[config.mk]
export PLATFORM = sky130hd
export DESIGN_NAME = hazard_stall_ctrl
export DESIGN_NICKNAME = d
export VERILOG_FILES = /design/src/rtl/hazard_stall_ctrl_pkg.sv /design/src/rtl/hazard_stall_ctrl_md_busy_fsm.sv /design/src/rtl/hazard_stall_ctrl.sv
export SDC_FILE = /design/constraint.sdc
export NUM_CORES = 1
export LEC_CHECK = 0
export CORE_MARGIN = 3
export CORE_UTILIZATION = 27
export DETAILED_ROUTE_END_ITERATION = 10
export MAX_ROUTING_LAYER = met4
export PLACE_DENSITY_LB_ADDON = 0.3
export SLEW_MARGIN = 20
export SYNTH_ARGS = -nofsm -noshare
export SYNTH_HDL_FRONTEND = slang
export SYNTH_SLANG_ARGS = --single-unit
[constraint.sdc]
create_clock -name clk -period 3.7 [get_ports clk]
set_clock_uncertainty 0.1 [all_clocks]
set_input_delay 0.74 -clock clk [delete_from_list [all_inputs] [get_ports clk]]
set_output_delay 0.74 -clock clk [all_outputs]
set_load 0.03 [all_outputs]
[src/rtl/hazard_stall_ctrl_pkg.sv]
// Shared MIPS decode definitions: opcode/funct constants, Tuse/Tnew classes,
// MDU latency defaults and the per-stage hazard decode helpers.
package mips_defs;

   localparam int MULT_CYCLES_DEF = 5;
   localparam int DIV_CYCLES_DEF  = 10;

   localparam logic [5:0] OP_SPECIAL = 6'h00;
   localparam logic [5:0] OP_REGIMM  = 6'h01;
   localparam logic [5:0] OP_JAL     = 6'h03;
   localparam logic [5:0] OP_BEQ     = 6'h04;
   localparam logic [5:0] OP_BNE     = 6'h05;
   localparam logic [5:0] OP_BLEZ    = 6'h06;
   localparam logic [5:0] OP_BGTZ    = 6'h07;
   localparam logic [5:0] OP_ADDI    = 6'h08;
   localparam logic [5:0] OP_ADDIU   = 6'h09;
   localparam logic [5:0] OP_SLTI    = 6'h0A;
   localparam logic [5:0] OP_SLTIU   = 6'h0B;
   localparam logic [5:0] OP_ANDI    = 6'h0C;
   localparam logic [5:0] OP_ORI     = 6'h0D;
   localparam logic [5:0] OP_XORI    = 6'h0E;
   localparam logic [5:0] OP_LUI     = 6'h0F;
   localparam logic [5:0] OP_LB      = 6'h20;
   localparam logic [5:0] OP_LH      = 6'h21;
   localparam logic [5:0] OP_LW      = 6'h23;
   localparam logic [5:0] OP_LBU     = 6'h24;
   localparam logic [5:0] OP_LHU     = 6'h25;
   localparam logic [5:0] OP_SB      = 6'h28;
   localparam logic [5:0] OP_SH      = 6'h29;
   localparam logic [5:0] OP_SW      = 6'h2B;

   localparam logic [5:0] FN_SLL   = 6'h00;
   localparam logic [5:0] FN_SRL   = 6'h02;
   localparam logic [5:0] FN_SRA   = 6'h03;
   localparam logic [5:0] FN_SLLV  = 6'h04;
   localparam logic [5:0] FN_SRLV  = 6'h06;
   localparam logic [5:0] FN_SRAV  = 6'h07;
   localparam logic [5:0] FN_JR    = 6'h08;
   localparam logic [5:0] FN_JALR  = 6'h09;
   localparam logic [5:0] FN_MFHI  = 6'h10;
   localparam logic [5:0] FN_MTHI  = 6'h11;
   localparam logic [5:0] FN_MFLO  = 6'h12;
   localparam logic [5:0] FN_MTLO  = 6'h13;
   localparam logic [5:0] FN_MULT  = 6'h18;
   localparam logic [5:0] FN_MULTU = 6'h19;
   localparam logic [5:0] FN_DIV   = 6'h1A;
   localparam logic [5:0] FN_DIVU  = 6'h1B;
   localparam logic [5:0] FN_ADD   = 6'h20;
   localparam logic [5:0] FN_ADDU  = 6'h21;
   localparam logic [5:0] FN_SUB   = 6'h22;
   localparam logic [5:0] FN_SUBU  = 6'h23;
   localparam logic [5:0] FN_AND   = 6'h24;
   localparam logic [5:0] FN_OR    = 6'h25;
   localparam logic [5:0] FN_XOR   = 6'h26;
   localparam logic [5:0] FN_NOR   = 6'h27;
   localparam logic [5:0] FN_SLT   = 6'h2A;
   localparam logic [5:0] FN_SLTU  = 6'h2B;

   // TUSE_NONE is numerically above every Tnew, so a non-reader never stalls.
   typedef enum logic [1:0] {
      TUSE_0    = 2'd0,
      TUSE_1    = 2'd1,
      TUSE_2    = 2'd2,
      TUSE_NONE = 2'd3
   } tuse_t;

   typedef enum logic [1:0] {
      TNEW_0 = 2'd0,
      TNEW_1 = 2'd1,
      TNEW_2 = 2'd2
   } tnew_t;

   typedef enum logic {
      MD_IDLE = 1'b0,
      MD_BUSY = 1'b1
   } md_state_t;

   function automatic logic is_load(input logic [5:0] op);
      case (op)
         OP_LB, OP_LH, OP_LW, OP_LBU, OP_LHU: return 1'b1;
         default:                             return 1'b0;
      endcase
   endfunction

   function automatic logic is_store(input logic [5:0] op);
      case (op)
         OP_SB, OP_SH, OP_SW: return 1'b1;
         default:             return 1'b0;
      endcase
   endfunction

   function automatic logic is_imm_alu(input logic [5:0] op);
      case (op)
         OP_ADDI, OP_ADDIU, OP_SLTI, OP_SLTIU,
         OP_ANDI, OP_ORI, OP_XORI:            return 1'b1;
         default:                             return 1'b0;
      endcase
   endfunction

   function automatic logic is_shift_imm_fn(input logic [5:0] fn);
      case (fn)
         FN_SLL, FN_SRL, FN_SRA: return 1'b1;
         default:                return 1'b0;
      endcase
   endfunction

   // Register-register ALU ops that read both rs and rt.
   function automatic logic is_rr_alu_fn(input logic [5:0] fn);
      case (fn)
         FN_SLLV, FN_SRLV, FN_SRAV,
         FN_ADD, FN_ADDU, FN_SUB, FN_SUBU,
         FN_AND, FN_OR, FN_XOR, FN_NOR,
         FN_SLT, FN_SLTU:                     return 1'b1;
         default:                             return 1'b0;
      endcase
   endfunction

   function automatic logic is_muldiv_fn(input logic [5:0] fn);
      case (fn)
         FN_MULT, FN_MULTU, FN_DIV, FN_DIVU: return 1'b1;
         default:                            return 1'b0;
      endcase
   endfunction

   function automatic tuse_t tuse_rs(input logic [31:0] ir);
      tuse_t t;
      t = TUSE_NONE;
      case (ir[31:26])
         OP_SPECIAL: begin
            if (ir[5:0] == FN_JR || ir[5:0] == FN_JALR) begin
               t = TUSE_0;
            end else if (is_rr_alu_fn(ir[5:0]) || is_muldiv_fn(ir[5:0]) ||
                         ir[5:0] == FN_MTHI || ir[5:0] == FN_MTLO) begin
               t = TUSE_1;
            end else begin
               t = TUSE_NONE;
            end
         end
         OP_REGIMM, OP_BEQ, OP_BNE, OP_BLEZ, OP_BGTZ: t = TUSE_0;
         default: begin
            if (is_imm_alu(ir[31:26]) || is_load(ir[31:26]) || is_store(ir[31:26])) begin
               t = TUSE_1;
            end else begin
               t = TUSE_NONE;
            end
         end
      endcase
      return t;
   endfunction

   function automatic tuse_t tuse_rt(input logic [31:0] ir);
      tuse_t t;
      t = TUSE_NONE;
      case (ir[31:26])
         OP_SPECIAL: begin
            if (is_shift_imm_fn(ir[5:0]) || is_rr_alu_fn(ir[5:0]) || is_muldiv_fn(ir[5:0])) begin
               t = TUSE_1;
            end else begin
               t = TUSE_NONE;
            end
         end
         OP_BEQ, OP_BNE: t = TUSE_0;
         default: begin
            if (is_store(ir[31:26])) begin
               t = TUSE_2;
            end else begin
               t = TUSE_NONE;
            end
         end
      endcase
      return t;
   endfunction

   function automatic tnew_t tnew_e(input logic [31:0] ir);
      tnew_t t;
      t = TNEW_0;
      case (ir[31:26])
         OP_SPECIAL: begin
            if (is_shift_imm_fn(ir[5:0]) || is_rr_alu_fn(ir[5:0]) ||
                ir[5:0] == FN_MFHI || ir[5:0] == FN_MFLO) begin
               t = TNEW_1;
            end else begin
               t = TNEW_0;
            end
         end
         OP_LUI: t = TNEW_1;
         OP_JAL: t = TNEW_0;
         default: begin
            if (is_load(ir[31:26])) begin
               t = TNEW_2;
            end else if (is_imm_alu(ir[31:26])) begin
               t = TNEW_1;
            end else begin
               t = TNEW_0;
            end
         end
      endcase
      return t;
   endfunction

   function automatic tnew_t tnew_m(input logic [31:0] ir);
      return is_load(ir[31:26]) ? TNEW_1 : TNEW_0;
   endfunction

   function automatic logic is_md_start_op(input logic [31:0] ir);
      return (ir[31:26] == OP_SPECIAL) && is_muldiv_fn(ir[5:0]);
   endfunction

   function automatic logic is_md_div(input logic [31:0] ir);
      return (ir[31:26] == OP_SPECIAL) && (ir[5:0] == FN_DIV || ir[5:0] == FN_DIVU);
   endfunction

   // Any D-stage instruction that touches HI/LO or the MDU itself.
   function automatic logic is_md_user(input logic [31:0] ir);
      logic hilo_s;
      hilo_s = (ir[5:0] == FN_MFHI) || (ir[5:0] == FN_MTHI) ||
               (ir[5:0] == FN_MFLO) || (ir[5:0] == FN_MTLO);
      return (ir[31:26] == OP_SPECIAL) && (is_muldiv_fn(ir[5:0]) || hilo_s);
   endfunction

   function automatic logic src_hazard(input logic [4:0] src, input tuse_t tuse,
                                       input logic [4:0] a3, input logic we,
                                       input tnew_t tnew);
      return (src != 5'd0) && we && (a3 == src) && (tuse != TUSE_NONE) &&
             (2'(tuse) < 2'(tnew));
   endfunction

endpackage

[src/rtl/hazard_stall_ctrl_md_busy_fsm.sv]
// MDU occupancy tracker: IDLE/BUSY state plus a down-counter that holds
// md_busy high for exactly the unit's latency after each start pulse.
module md_busy_fsm
   import mips_defs::*;
#(
   parameter int MULT_CYCLES = MULT_CYCLES_DEF,
   parameter int DIV_CYCLES  = DIV_CYCLES_DEF
) (
   input  logic clk,
   input  logic reset,
   input  logic md_start,
   input  logic md_is_div,
   output logic md_busy
);

   localparam logic [3:0] MULT_LOAD = 4'(MULT_CYCLES - 1);
   localparam logic [3:0] DIV_LOAD  = 4'(DIV_CYCLES - 1);

   md_state_t  state_r;
   logic [3:0] cnt_r;
   logic       busy_r;

   // State, counter and busy flag advance together so md_busy is a flop output.
   always_ff @(posedge clk) begin
      if (reset) begin
         state_r <= MD_IDLE;
         cnt_r   <= 4'd0;
         busy_r  <= 1'b0;
      end else begin
         case (state_r)
            MD_IDLE: begin
               if (md_start) begin
                  state_r <= MD_BUSY;
                  cnt_r   <= md_is_div ? DIV_LOAD : MULT_LOAD;
                  busy_r  <= 1'b1;
               end else begin
                  state_r <= MD_IDLE;
                  cnt_r   <= 4'd0;
                  busy_r  <= 1'b0;
               end
            end
            MD_BUSY: begin
               if (cnt_r == 4'd0) begin
                  state_r <= MD_IDLE;
                  busy_r  <= 1'b0;
               end else begin
                  cnt_r   <= cnt_r - 4'd1;
                  busy_r  <= 1'b1;
               end
            end
            default: begin
               state_r <= MD_IDLE;
               cnt_r   <= 4'd0;
               busy_r  <= 1'b0;
            end
         endcase
      end
   end

   assign md_busy = busy_r;

endmodule

[src/rtl/hazard_stall_ctrl.sv]
// D-stage stall controller: Tuse/Tnew data hazards against E and M, plus
// MDU start sequencing and HI/LO interlock; drives PC/IF-ID/ID-EX controls.
module hazard_stall_ctrl
   import mips_defs::*;
#(
   parameter int MULT_CYCLES = MULT_CYCLES_DEF,
   parameter int DIV_CYCLES  = DIV_CYCLES_DEF
) (
   input  logic        clk,
   input  logic        reset,
   input  logic [31:0] IR_D,
   input  logic [31:0] IR_E,
   input  logic [31:0] IR_M,
   input  logic [4:0]  E_A3,
   input  logic [4:0]  M_A3,
   input  logic        GRFWE_E,
   input  logic        GRFWE_M,
   output logic        stall,
   output logic        pc_en,
   output logic        d_en,
   output logic        e_clr,
   output logic        md_start,
   output logic        md_is_div,
   output logic        md_busy
);

   logic [4:0] rs_s;
   logic [4:0] rt_s;
   tuse_t      tuse_rs_s;
   tuse_t      tuse_rt_s;
   tnew_t      tnew_e_s;
   tnew_t      tnew_m_s;
   logic       data_stall_s;
   logic       md_start_s;
   logic       md_is_div_s;
   logic       md_busy_s;
   logic       md_stall_s;
   logic       stall_s;

   // Data hazard: a source is stalled only when forwarding cannot deliver in time.
   always_comb begin
      rs_s         = IR_D[25:21];
      rt_s         = IR_D[20:16];
      tuse_rs_s    = tuse_rs(IR_D);
      tuse_rt_s    = tuse_rt(IR_D);
      tnew_e_s     = tnew_e(IR_E);
      tnew_m_s     = tnew_m(IR_M);
      data_stall_s = src_hazard(rs_s, tuse_rs_s, E_A3, GRFWE_E, tnew_e_s) |
                     src_hazard(rt_s, tuse_rt_s, E_A3, GRFWE_E, tnew_e_s) |
                     src_hazard(rs_s, tuse_rs_s, M_A3, GRFWE_M, tnew_m_s) |
                     src_hazard(rt_s, tuse_rt_s, M_A3, GRFWE_M, tnew_m_s);
   end

   // MDU start and HI/LO interlock; a stall bubbles E so a start never repeats.
   always_comb begin
      md_start_s  = ~reset & is_md_start_op(IR_E);
      md_is_div_s = is_md_div(IR_E);
      md_stall_s  = is_md_user(IR_D) & (md_start_s | md_busy_s);
      stall_s     = data_stall_s | md_stall_s;
   end

   md_busy_fsm #(
      .MULT_CYCLES (MULT_CYCLES),
      .DIV_CYCLES  (DIV_CYCLES)
   ) u_md_busy_fsm (
      .clk       (clk),
      .reset     (reset),
      .md_start  (md_start_s),
      .md_is_div (md_is_div_s),
      .md_busy   (md_busy_s)
   );

   assign stall     = stall_s;
   assign pc_en     = ~stall_s;
   assign d_en      = ~stall_s;
   assign e_clr     = stall_s;
   assign md_start  = md_start_s;
   assign md_is_div = md_is_div_s;
   assign md_busy   = md_busy_s;

endmodule

## Yosys cells after proc, flatten, opt, wreduce, memory -nomap -nowiden

Memories as Yosys holds them, arrays and structs flattened.
Index checks and enable logic that the tools add are counted.

| cells by class | value |
|---|---|
| add/subtract/negate cells | 1 |
| magnitude comparators | 4 |
| eq/ne operators | 66 |
| muxes and demuxes | 45 |
| bitwise operators | 10 |
| reductions and logical operators | 57 |

Operator list:

| operator | number |
|---|---|
| 6-bit equality test, second input constant | 18 |
| 6-bit by 4-bit equality test with 1-bit output, second input constant | 17 |
| 6-bit by 5-bit equality test with 1-bit output, second input constant | 14 |
| 1-bit two-way mux | 32 |
| 6-bit by 2-bit equality test with 1-bit output, second input constant | 5 |
| 6-bit by 3-bit equality test with 1-bit output, second input constant | 4 |
| 6-bit logical NOT | 4 |
| 5-bit equality test | 4 |
| 5-bit OR reduction | 4 |
| 1-bit logical AND | 19 |
| 1-bit logical OR | 16 |
| 3-bit OR reduction | 5 |
| 7-bit OR reduction | 2 |
| 4-bit two-way mux | 3 |
| 2-bit two-way mux | 5 |
| 5-bit nonzero test | 2 |
| 2-bit one-hot mux with 2 select lines | 2 |
| 4-bit one-hot mux with 2 select lines | 1 |
| 4-bit OR reduction | 2 |
| 6-bit by 1-bit equality test with 1-bit output, second input constant | 1 |
| 2-bit != test, second input constant | 3 |
| 2-bit one-hot mux with 3 select lines | 1 |
| 6-bit OR reduction | 1 |
| 1-bit bitwise OR | 5 |
| 8 further kinds | 13 |

| word-level totals | value |
|---|---|
| flip-flop bits (word level) | 5 |
| bits in read-only memories | 192 |
| bits of input ports | 110 |
| output and inout port bits | 7 |
| logic and storage cells | 188 |
| memories kept | 3 |

Memories:

| memory | depth | bits a word | read ports | clocked after memory_dff | write ports | line | RTL |
|---|---|---|---|---|---|---|---|
| (name not given) | 64 | 1 | 1 | 0 | 0 | hazard_stall_ctrl_pkg.sv:109 | `case (fn)` |
| (name not given) | 64 | 1 | 1 | 0 | 0 | hazard_stall_ctrl_pkg.sv:109 |  |
| (name not given) | 64 | 1 | 1 | 0 | 0 | hazard_stall_ctrl_pkg.sv:109 |  |

## Longest topological paths before layout

Gate-level depths: netlist (run 1).

| logic depth | value |
|---|---|
| word-level depth | 19 |
| depth in mapped cells | 10 |
| gate-level depth less buffers | 9 |

## Modules after synthesis

A second synthesis (run 1) with hierarchy kept.

| unflattened totals | value |
|---|---|
| cell total of the unflattened synthesis | 131 |
| area, all modules | 1013.5 um2 |

Modules (own cells, without submodules):

| module | times used | cells an instance | area an instance (um2) | seq. area each (um2) |
|---|---|---|---|---|
| hazard_stall_ctrl | 1 | 103 | 748.2 | 0.0 |
| md_busy_fsm | 1 | 28 | 265.3 | 100.1 |

## Worst setup path after synthesis (run 1)

OpenSTA, ideal clock, no wires.

| path | value |
|---|---|
| kind | input to output |
| start point | in IR_D[26] |
| end point | out stall |
| arrival time | 3111 ps |
| data required time | 2860 ps |
| path slack | -251 ps |
| stages | 9 |
| buffers on the path | 1 |
| path through | inv_1 > a22o_1 > a221o_1 > a21o_1 > ha_1 > nand3b_1 > or4_4 > o211ai_1 > buf_4 |

| between the ends | value |
|---|---|
| cells in the longest elaborated chain, start to end | 15 |
| elaborated cells between the ends (all ways) | 59 |
| classes of those cells | order compare (4); eq/ne (22); mux (11); bitwise (5); reduce/logical (17) |

Ends and longest elaborated chain:

| what | line | RTL |
|---|---|---|
| start, declared | hazard_stall_ctrl.sv:11 | `input logic [31:0] IR_D,` |
| 6-bit by 4-bit equality test with 1-bit output / 6-bit equality test (equally long branches) | hazard_stall_ctrl_pkg.sv:93, hazard_stall_ctrl_pkg.sv:79 |  |
| 7-bit OR reduction / 5-bit OR reduction (equally long branches) | hazard_stall_ctrl_pkg.sv:93, hazard_stall_ctrl_pkg.sv:79 |  |
| 1-bit two-way mux, on equally long branches | hazard_stall_ctrl_pkg.sv:93, hazard_stall_ctrl_pkg.sv:79 |  |
| 1-bit two-way mux | hazard_stall_ctrl_pkg.sv:128 | `case (ir[31:26])` |
| 1-bit logical OR (2 in series) | hazard_stall_ctrl_pkg.sv:141 | `if (is_imm_alu(ir[31:26]) \|\| is_load(ir[31:26]) \|\| is_store(ir[31:26])) begin` |
| 2-bit two-way mux | hazard_stall_ctrl_pkg.sv:141 |  |
| 2-bit one-hot mux with 2 select lines | hazard_stall_ctrl_pkg.sv:128 |  |
| 2-bit != test | hazard_stall_ctrl_pkg.sv:224 | `return (src != 5'd0) && we && (a3 == src) && (tuse != TUSE_NONE) &&` |
| 1-bit logical AND (2 in series) | hazard_stall_ctrl_pkg.sv:224 |  |
| 1-bit bitwise OR | hazard_stall_ctrl.sv:48 | `data_stall_s = src_hazard(rs_s, tuse_rs_s, E_A3, GRFWE_E, tnew_e_s) \|` |
| 1-bit bitwise OR | hazard_stall_ctrl.sv:49 | `src_hazard(rt_s, tuse_rt_s, E_A3, GRFWE_E, tnew_e_s) \|` |
| 1-bit bitwise OR | hazard_stall_ctrl.sv:50 | `src_hazard(rs_s, tuse_rs_s, M_A3, GRFWE_M, tnew_m_s) \|` |
| 1-bit bitwise OR * | hazard_stall_ctrl.sv:59 | `stall_s = data_stall_s \| md_stall_s;` |
| end, declared | hazard_stall_ctrl.sv:18 | `output logic stall,` |

Every way passes the cells marked *; elsewhere a longest branch is shown, timed or not. The select of a mux whose other input is x is not followed.

## Worst setup path after layout (run 1)

Ends and elaborated chain as after synthesis.

==> results.json, run 1 <==
{
  "outcome": "complete, but fails checks",
  "violations": "setup timing",
  "io_pins": 117,
  "num_antenna_cells": 0,
  "track_usage": 0.169,
  "die-width_um": 65.7,
  "cts_tree": "built",
  "cpMaxStageDelayCell": "or4_4",
  "seq_area_frac_synth": 0.104,
  "synth-simple-area-share": 0.323,
  "synth_top_area_share": 0.127,
  "synth_most_common_cell": "nor2_1",
  "die_h_um": 65.7,
  "drtAntennaViolNets": 0,
  "cp.required_ns": 2.86,
  "hold_viol": 0,
  "first_iter_violations": 49,
  "finalSetupViolCount": 2,
  "h-tree-depth": 1,
  "cts_root_buf": "clkbuf_4",
  "syn_to_final_growth_pct": 104,
  "multiInputGateArea_um2": 856,
  "crit_type": "primary input to output port",
  "drt-pass1-iter-count": 4,
  "globalplace.congestion": 0.851,
  "synth_top_area_cell": "xnor2_1",
  "grt_pass1_wl_mm": 5.75,
  "path_delay_family": "compound AO/OA/AOI/OAI gates",
  "critical_path_arrival_ns": 2.87,
  "layout_setup_ws_ns": -0.00566,
  "wire_per_inst_um": 12.7,
  "synth_edf_count": 0,
  "peakVddDrop_uv": 51.3,
  "syn_avg_cell_area_um2": 7.19,
  "powerDensity_nw_per_um2": 141,
  "fillCellCount": 337,
  "final_nets": 349,
  "p_seq_frac": 0.196,
  "initial_core_util": 0.284,
  "drc_errors": 0,
  "drive_gt1_frac": 0.282,
  "end_kind": "output port",
  "cp_max_fo": 3,
  "cts_hold_buf": 0,
  "pwr-share-clk": 0.225,
  "comb_power_share": 0.579,
  "hp-class": "flop to flop",
  "period_minus_slack_ns": 3.71,
  "synth_area_um2": 963,
  "crit_chain": "buf_12 > inv_12 > a22o_1 > a221o_1 > a21o_1 > ha_2 > nand3b_1 > or4_4 > o211ai_1 > buf_4",
  "ys_types": 45,
  "worst_slew_pin_slew_ns": 0.500,
  "max_cap_viol_count": 0,
  "synth-compound-area-share": 0.251,
  "routed_wl_mm": 3.55,
  "synth_ff_type": "dfxtp_1",
  "cts_buffers": 3,
  "grt_pass1_vias": 1446,
  "core_um2": 3390,
  "cts.sinks": 5,
  "critPathBufInv": 3,
  "synth_seq_cells": 5,
  "rsz0062_at_grt": "yes",
  "intPower_uw": 196,
  "syn-num-nets": 248,
  "synth_fa_ha_area_frac": 0.0519,
  "synth_commonest_cells": "15 x nor2_1, 14 x xnor2_1, 9 x xor2_1",
  "post-dp-hpwl_mm": 3.04,
  "max-clock-path-buffers": 2,
  "fin_cells": 280,
  "yosysWarnings": 0,
  "antenna_found_initial": 0,
  "seq_area_um2": 100,
  "achievable-frequency_mhz": 270,
  "dp_slack_ns": -0.820,
  "final.period_utilization": 1.00,
  "grt_start_max_net_pins": 11,
  "clock_latency_ns": 0.24,
  "synth_mux_area_frac": 0.0104,
  "synthCells": 134,
  "p_leak_uw": 0.000829,
  "max_stage_delay_ns": 0.42,
  "swShare": 0.293,
  "fp-row-count": 21,
  "vias": 1380,
  "slew_headroom": 0.666,
  "drv_slew": 0,
  "p_switching_uw": 81.0,
  "viasPerCell": 4.93,
  "grt-ovfl-total": 0,
  "setup-tns-final_ns": -0.00749,
  "start_kind": "primary input",
  "synth_top_family_by_area": "simple AND/OR/NAND/NOR gates",
  "synth-async-reset-ratio": 0,
  "synth_xor_area_frac": 0.209,
  "design.die.area_um2": 4320,
  "synthTopCellsByArea": "xnor2_1 13%, dfxtp_1 10%, xor2_1 8.2%, nor2_1 5.8%, ha_1 5.2%",
  "io_buffer_count": 60,
  "clk_pin_slew_ns": 0.04,
  "place_inst": 275,
  "p_total_uw": 277
}
[timing repair]
action / 4_1_cts / 5_1_grt
endpoints found under the setup margin: 4 / 6
setup buffers: 1 / 1
gates resized for setup: 43 / 24
pin swaps: 7 / 9
[power by group through the flow]
stage          Sequential, uW  Combinational (uW)  Clock, uW
6_report                 54.2                 160       62.2
5_1_grt                  54.1                 173       66.2
4_1_cts                  54.2                 155       63.0
3_5_place_dp             55.1                 157          0
3_3_place_gp             55.1                 152          0
2_1_floorplan            55.1                46.3          0
[per-stage QoR]
step                      instance area, um^2  utilization  hold slack, ns
after CTS                                1920        0.567           0.441
final                                    1960        0.580           0.437
after global placement                   1900        0.560           0.432
after detailed placement                 1900        0.560           0.434
after global routing                     1960        0.580           0.483
after floorplan                           978            -           0.409
[logic make-up after synthesis]
group / after synthesis
AO/OA/AOI/OAI: 35
XOR/XNOR: 23
adder cells (fa/ha/maj): 4
buffers and inverters: 11
flip-flops: 5
multiplexers: 1
AND/OR/NAND/NOR: 55
[metal layers]
metal | share of wire | routed length [um] | GRT usage
met1 | 0.37 | 1320 | 0.164
met2 | 0.56 | 1980 | 0.342
met3 | 0.054 | 191 | 0.0137
met4 | 0.017 | 60 | 0.0596
met5 | 0 | 0 | -
[registers in the layout, summed over array words and instances (netlist names)]
register / count
u_md_busy_fsm.cnt_r: 4
u_md_busy_fsm.state_r: 1
[layout by cell type, fill, tap and decap left out, drive strengths merged, types with 2 or more instances in the layout]
master / netlist / final
or4: 4 / 4
a21boi: 2 / 2
nor2b: 2 / 2
nand3: 2 / 2
a21oi: 5 / 5
nor3b: 2 / 2
nand2: 7 / 7
ha: 4 / 4
o211ai: 3 / 3
o21ai: 8 / 8
nor4: 6 / 6
nand4: 3 / 3
dfxtp: 5 / 5
inv: 8 / 8
clkdlybuf4s15: 0 / 2
buf: 2 / 47
clkbuf: 1 / 7
a22oi: 3 / 3
nor2: 16 / 16
clkdlybuf4s50: 0 / 43
nor4bb: 2 / 2
nand3b: 2 / 2
nor3: 4 / 4
dlymetal6s2s: 0 / 2
a21o: 3 / 3
xor2: 9 / 9
dlygate4sd2: 0 / 2
xnor2: 14 / 14
[path summary, 6_finish.rpt]
kind	startpoint	end	slack, ns	cells after the start
setup / recovery	IR_D[26]	stall	-0.006	10
hold / removal	u_md_busy_fsm.cnt_r[1]	u_md_busy_fsm.cnt_r[1]	0.44	2
setup reg to reg	u_md_busy_fsm.cnt_r[0]	u_md_busy_fsm.cnt_r[0]	2.16	6
hold reg to reg	u_md_busy_fsm.cnt_r[1]	u_md_busy_fsm.cnt_r[1]	0.44	2
[worst min-delay path: cells and delay by family (launching register included)]
kind	cells	cell delay (ns)
AOI/OAI and AO/OA	1	0.12
DFF	1	0.32
and+or+nand+nor	1	0.05
[layout make-up]
class,count,share of cell area
inverter,8,0.0217
multi-input combinational,118,0.436
tap,46,0.0293
sequential,5,0.0510
clock buffer,4,0.0134
timing repair buffer,99,0.449
Note: power is estimated with default switching activity, not from simulation.
==> run 2: changes to the inputs <==
- CTS_CLUSTER_DIAMETER: unset -> 200
==> results of run 2 <==
Final layout, timing and power as in run 1 (identical DEF).
